--- src/rtl/kt8_pkg.sv ---
// kt8_pkg: shared types and constants for the KT8 program loader.
// Holds the loader state encoding and default widths.
package kt8_pkg;

  localparam int PADDR_W = 8;
  localparam int INSTR_W = 8;

  // A length byte of zero selects a full-depth load.
  localparam bit LEN_ZERO_MEANS_FULL = 1'b1;

  typedef enum logic [1:0] {
    S_LEN  = 2'd0,
    S_DATA = 2'd1,
    S_CHK  = 2'd2,
    S_RUN  = 2'd3
  } ld_state_e;

endpackage

--- src/rtl/kt8_prog_ram.sv ---
// kt8_prog_ram: program store, one synchronous write port and
// one asynchronous read port; contents are never reset.
module kt8_prog_ram #(
  parameter int PADDR_W = kt8_pkg::PADDR_W,
  parameter int INSTR_W = kt8_pkg::INSTR_W
) (
  input  logic               clk_i,
  input  logic               we_i,
  input  logic [PADDR_W-1:0] waddr_i,
  input  logic [INSTR_W-1:0] wdata_i,
  input  logic [PADDR_W-1:0] raddr_i,
  output logic [INSTR_W-1:0] rdata_o
);

  localparam int DEPTH = 1 << PADDR_W;

  logic [INSTR_W-1:0] mem_q [DEPTH];

  // Write port: one byte per enabled edge.
  always_ff @(posedge clk_i) begin
    if (we_i) begin
      mem_q[waddr_i] <= wdata_i;
    end
  end

  assign rdata_o = mem_q[raddr_i];

endmodule

--- src/rtl/kt8_prog_loader.sv ---
// kt8_prog_loader: KT8 program store front-end and boot loader.
// Build option: define KT8_LOAD_CHECKSUM_EN to require a trailing checksum byte.
module kt8_prog_loader #(
  parameter int PADDR_W = kt8_pkg::PADDR_W,
  parameter int INSTR_W = kt8_pkg::INSTR_W
) (
  input  logic               clk_i,
  input  logic               rst_i,
  input  logic [PADDR_W-1:0] p_address_i,
  output logic [INSTR_W-1:0] p_data_o,
  input  logic [INSTR_W-1:0] ld_data_i,
  input  logic               ld_valid_i,
  output logic               ld_ready_o,
  input  logic               ld_start_i,
  output logic               cpu_rst_o,
  output logic               ld_done_o,
  output logic               ld_err_o
);

  import kt8_pkg::ld_state_e;
  import kt8_pkg::S_LEN;
  import kt8_pkg::S_DATA;
  import kt8_pkg::S_CHK;
  import kt8_pkg::S_RUN;
  import kt8_pkg::LEN_ZERO_MEANS_FULL;

  // One extra bit so a 256-byte length is representable.
  localparam int CNT_W = PADDR_W + 1;
  localparam logic [CNT_W-1:0] DEPTH = {1'b1, {PADDR_W{1'b0}}};

  ld_state_e state_q, state_d;

  logic [CNT_W-1:0] len_q, len_d;
  logic [CNT_W-1:0] addr_q, addr_d;
  logic             done_q, done_d;
  logic             xfer;
  logic             last_byte;
  logic             wr_en;

  assign xfer      = ld_valid_i && ld_ready_o;
  assign last_byte = (addr_q == len_q - CNT_W'(1));

`ifdef KT8_LOAD_CHECKSUM_EN
  logic [INSTR_W-1:0] sum_q, sum_d;
  logic [INSTR_W-1:0] chk_sum;
  logic               err_q, err_d;
  logic               sum_ok;

  assign chk_sum = sum_q + ld_data_i;
  assign sum_ok  = (chk_sum == '0);

  // Checksum accumulator and sticky error flag.
  always_ff @(posedge clk_i) begin
    if (rst_i) begin
      sum_q <= '0;
      err_q <= 1'b0;
    end else begin
      sum_q <= sum_d;
      err_q <= err_d;
    end
  end

  // Sum data bytes; error sets on a bad check byte, clears on a new length.
  always_comb begin
    sum_d = sum_q;
    err_d = err_q;
    if (ld_start_i) begin
      sum_d = '0;
    end else if (xfer) begin
      unique case (state_q)
        S_LEN: begin
          sum_d = '0;
          err_d = 1'b0;
        end
        S_DATA: sum_d = chk_sum;
        S_CHK: begin
          if (!sum_ok) begin
            err_d = 1'b1;
          end
        end
        default: ;
      endcase
    end
  end

  assign ld_err_o = err_q;
`else
  assign ld_err_o = 1'b0;
`endif

  // State register.
  always_ff @(posedge clk_i) begin
    if (rst_i) begin
      state_q <= S_LEN;
    end else begin
      state_q <= state_d;
    end
  end

  // Next-state logic; a start request overrides everything.
  always_comb begin
    state_d = state_q;
    if (ld_start_i) begin
      state_d = S_LEN;
    end else if (xfer) begin
      unique case (state_q)
        S_LEN: state_d = S_DATA;
        S_DATA: begin
          if (last_byte) begin
`ifdef KT8_LOAD_CHECKSUM_EN
            state_d = S_CHK;
`else
            state_d = S_RUN;
`endif
          end
        end
`ifdef KT8_LOAD_CHECKSUM_EN
        S_CHK: state_d = sum_ok ? S_RUN : S_LEN;
`endif
        default: ;
      endcase
    end
  end

  // Outputs: handshake, CPU reset hold and store write strobe.
  always_comb begin
    ld_ready_o = (state_q != S_RUN) && !ld_start_i;
    cpu_rst_o  = (state_q != S_RUN);
    wr_en      = xfer && (state_q == S_DATA);
    ld_done_o  = done_q;
  end

  // Length, address counter and done pulse registers.
  always_ff @(posedge clk_i) begin
    if (rst_i) begin
      len_q  <= '0;
      addr_q <= '0;
      done_q <= 1'b0;
    end else begin
      len_q  <= len_d;
      addr_q <= addr_d;
      done_q <= done_d;
    end
  end

  // Latch length, step the write address, flag the accepting transfer.
  always_comb begin
    len_d  = len_q;
    addr_d = addr_q;
    done_d = 1'b0;
    if (ld_start_i) begin
      addr_d = '0;
    end else if (xfer) begin
      unique case (state_q)
        S_LEN: begin
          addr_d = '0;
          if (LEN_ZERO_MEANS_FULL && ld_data_i == '0) begin
            len_d = DEPTH;
          end else begin
            len_d = CNT_W'(ld_data_i);
          end
        end
        S_DATA: begin
          addr_d = addr_q + CNT_W'(1);
`ifndef KT8_LOAD_CHECKSUM_EN
          done_d = last_byte;
`endif
        end
`ifdef KT8_LOAD_CHECKSUM_EN
        S_CHK: done_d = sum_ok;
`endif
        default: ;
      endcase
    end
  end

  kt8_prog_ram #(
    .PADDR_W (PADDR_W),
    .INSTR_W (INSTR_W)
  ) u_ram (
    .clk_i   (clk_i),
    .we_i    (wr_en),
    .waddr_i (addr_q[PADDR_W-1:0]),
    .wdata_i (ld_data_i),
    .raddr_i (p_address_i),
    .rdata_o (p_data_o)
  );

endmodule

--- config.mk ---
export PLATFORM = sky130hd
export DESIGN_NAME = kt8_prog_loader
export DESIGN_NICKNAME = d
export VERILOG_FILES = /design/src/rtl/kt8_pkg.sv /design/src/rtl/kt8_prog_ram.sv /design/src/rtl/kt8_prog_loader.sv
export SDC_FILE = /design/constraint.sdc
export NUM_CORES = 2
export LEC_CHECK = 0
export CORE_AREA = 4 4 429 431
export CTS_BUF_LIST = sky130_fd_sc_hd__clkbuf_2 sky130_fd_sc_hd__clkbuf_4 sky130_fd_sc_hd__clkbuf_8
export DETAILED_ROUTE_END_ITERATION = 8
export DIE_AREA = 0 0 433 435
export MAX_ROUTING_LAYER = met4
export PLACE_DENSITY_LB_ADDON = 0.1
export SLEW_MARGIN = 10
export SYNTH_ARGS = -nofsm -noshare
export SYNTH_HDL_FRONTEND = slang
export SYNTH_SLANG_ARGS = --single-unit
export TNS_END_PERCENT = 100
--- constraint.sdc ---
create_clock -name clk_i -period 12.7 [get_ports clk_i]
set_input_delay 3.81 -clock clk_i [delete_from_list [all_inputs] [get_ports clk_i]]
set_output_delay 3.81 -clock clk_i [all_outputs]
set_load 0.02 [all_outputs]
==> flow_summary.ini <==
[logic_synthesis]
synth-main-ff-cell = edfxtp_1
synth_edf_count = 2048
synth_nets = 3983
syn_area_per_cell_um2 = 20.38
synth_top_family_by_area = multiplexers
synth-simple-area-share_pct = 3.266
yosysWarnings = 0
syn_inst = 3958
synthXorXnorAreaFrac_pct = 0.1628
synthMuxAreaShare_pct = 14.04
synth_compound_area_share_pct = 3.748
synthAdderAreaFrac_pct = 0.07754
synth_seq_cells = 2069
ys_async_sr_fraction_pct = 0
ys_seq_area_share_pct = 76.75
synth.distinct_cells = 68
synth.cell_area_um2 = 80680

[clock_tree]
cts_sinks = 2069
clkTransAtPathRegs_ns = 0.06
htree_levels = 5
clk_latency_ns = 1.04
clock_path_buffers = 4
cts_resized = 0
postCtsSetupBuffers = 0
numCtsBuffers = 355
ctsHoldBuffers = 0
cts_tree = done
cts-root-buf = clkbuf_8

[layout]
nNetsFinal = 4257
final_common_cell = edfxtp_1
postLayoutCellArea_um2 = 90230
layout_common_cells = edfxtp_1 (2048), mux4_2 (414), clkbuf_8 (365)
drive_above_1_share_pct = 24.97
area_delta_synth_final_pct = 11.83

[job]
maxCapViolations = 0

[sta]
grt_setup_unrepaired = no
final.setup.tns_ns = 0
min_period_over_period_pct = 94.36
fmax_ghz = 0.08345
tightestPinTransition_ns = 1.244
maxSlewHeadroom_pct = 16.04
setup_viol = 0
hold_viol_final = 0
drv_slew = 0
finalClockSkew_ns = 0.05399
post-route-min-period_ns = 11.98

[route]
drtIter0Drc = 4306
wl_per_cell_um = 32.10
drtAntennaViolNets = 0
first_pass_iters = 6
via_per_inst = 5.943
wirelength_um = 220200
route.vias.total = 40769
post-route-drc-count = 0

[global_routing]
overflow = 0
grt_use_total_pct = 23.99
grt_max_degree = 161
antenna_found_initial = 7
grt_pass1_wl_um = 312500
grt_pass1_vias = 41419

[critical_path]
worstReg2RegEnd = u_ram.mem_q[188][2]
crit_buf_inv = 3
worstSetupPathType = input port to output pin
r2r_cells = 5
critPathMaxFanout = 12
critPathMaxStageDelay_ns = 1.26
cp_common_cell = buf_4
cp_cell_sequence = clkdlybuf4s50_1, nand2_1, a21oi_1, o32ai_1, nor3_1, buf_4, nor4_1, buf_4
crit_slowest_cell = clkdlybuf4s50_1
critPathArrivalTime_ns = 8.17
crit_family = buffers and inverters
crit_required_ns = 8.89
worstSetupStartpointType = input port
r2r_setup_slack_ns = 8.89
r2r_start = state_q[1]
end_kind = output pin

[power_and_ir_drop]
p_leak_nw = 28.07
power.density_nw_per_um2 = 154.6
peakVddDrop_v = 0.0001010

[placement]
dp_hpwl_um = 134300
placed_cell_area_um2 = 83600
gp_congestion = 0.8657
port_buffers = 30

[min_path]
hold_depth = 2
worstHoldStart = len_q[1]
whs_endpoint = len_q[1]
hold_path.class = register to register

[run_status]
status = complete, no violations

[floorplan]
fp.dieH_um = 435
core_area_um2 = 180200
dieArea_um2 = 188400
num_io_pins = 32
initial_core_util_pct = 44.78
die_w_um = 433
rows = 156
[through the flow]
| step | setup WS, ns | instances | hold slack [ns] | utilization, % | total power [mW] |
|---|---|---|---|---|---|
| after detailed placement | 0.8807 | 6245 | 0.4669 | 46.40 | 8.347 |
| after global routing | 0.8233 | 6857 | 0.5196 | 50.08 | 14.45 |
| final | 0.7166 | 6860 | 0.4763 | 50.08 | 13.95 |
| after floorplan | 3.070 | 3958 | 0.4441 | - | 8.012 |
| after CTS | 0.8770 | 6855 | 0.4754 | 50.07 | 14.08 |
| after global placement | 0.5386 | 6244 | 0.4600 | 46.39 | 8.342 |
[power breakdown]
part | switching, mW | internal, mW | total [mW]
Sequential | 0.00193 | 7.51 | 7.51
Clock | 2.64 | 3.11 | 5.75
Combinational | 0.460 | 0.229 | 0.689
[logic make-up (layout without fill, tap and decap cells)]
| group | count (synthesis) | in the layout |
|---|---|---|
| AND/OR/NAND/NOR | 583 | 583 |
| adder cells (fa/ha/maj) | 5 | 5 |
| buffers and inverters | 241 | 768 |
| XOR/XNOR | 15 | 15 |
| AO/OA/AOI/OAI | 434 | 434 |
| other | 1 | 6 |
| multiplexers | 610 | 610 |
| flip-flops | 2069 | 2069 |
[Yosys cell counts, types with 6 or more instances]
cell,count,share of area (%)
a2111oi_0,7,0.076
a21oi_1,102,0.63
a221oi_1,14,0.15
a22o_1,10,0.11
a22oi_1,161,1.5
a311oi_1,7,0.076
a31oi_1,13,0.10
buf_1,11,0.051
buf_12,10,0.25
buf_2,58,0.36
buf_4,30,0.28
buf_6,32,0.45
buf_8,7,0.13
clkbuf_1,83,0.39
dfxtp_1,21,0.52
edfxtp_1,2048,76
inv_1,7,0.033
mux2_2,8,0.11
mux2i_1,186,2.3
mux4_2,414,12
nand2_1,77,0.36
nand2b_1,15,0.12
nand3_1,55,0.34
nand4_1,13,0.10
nor2_1,315,1.5
nor2b_1,15,0.12
nor3_1,33,0.20
nor4_1,24,0.19
nor4_2,6,0.093
o211ai_1,13,0.12
o21ai_0,12,0.074
o221ai_1,33,0.36
o22ai_1,35,0.27
o32ai_1,7,0.076
xnor2_1,6,0.065
xor2_1,9,0.098
[routing by layer]
metal / global-route usage (%) / wire length [um] / vias to the layer above
met5: - / 0 / -
li1: - / - / 17064
met2: 35.49 / 102900 / 1612
met1: 33.48 / 94100 / 21740
met3: 5.001 / 15840 / 353
met4: 8.048 / 7302 / 0
[state kept, by name, summed over array words and instances, names as in the netlist]
name	cells
ld_done_o	1
addr_q	9
u_ram.mem_q	2048
len_q	9
state_q	2
[layout make-up]
type | instances | area, um2
diodes | 5 | 12.51
clock buffers | 474 | 5842
clock inverters | 136 | 774.5
fillers | 14615 | 89930
inverters | 9 | 33.78
multi-input cells | 1648 | 17280
flip-flops and latches | 2069 | 61920
well taps | 2370 | 2965
repair buffers | 149 | 1396
[how the worst max path moves through the flow]
stage,startpoint,end,cells past startpoint
finish,p_address_i[6],p_data_o[7],8
global route,p_address_i[0],p_data_o[6],10
CTS,p_address_i[0],p_data_o[6],10
detailed placement,p_address_i[0],p_data_o[6],10
global placement,p_address_i[2],p_data_o[6],10
floorplan,p_address_i[0],p_data_o[1],11
[worst min-delay path: stages, from the launching register on]
cell     delay [ns]
dfxtp_1        0.32
nand2_1        0.06
a21oi_1        0.05
(Power assumes the default switching activity.)
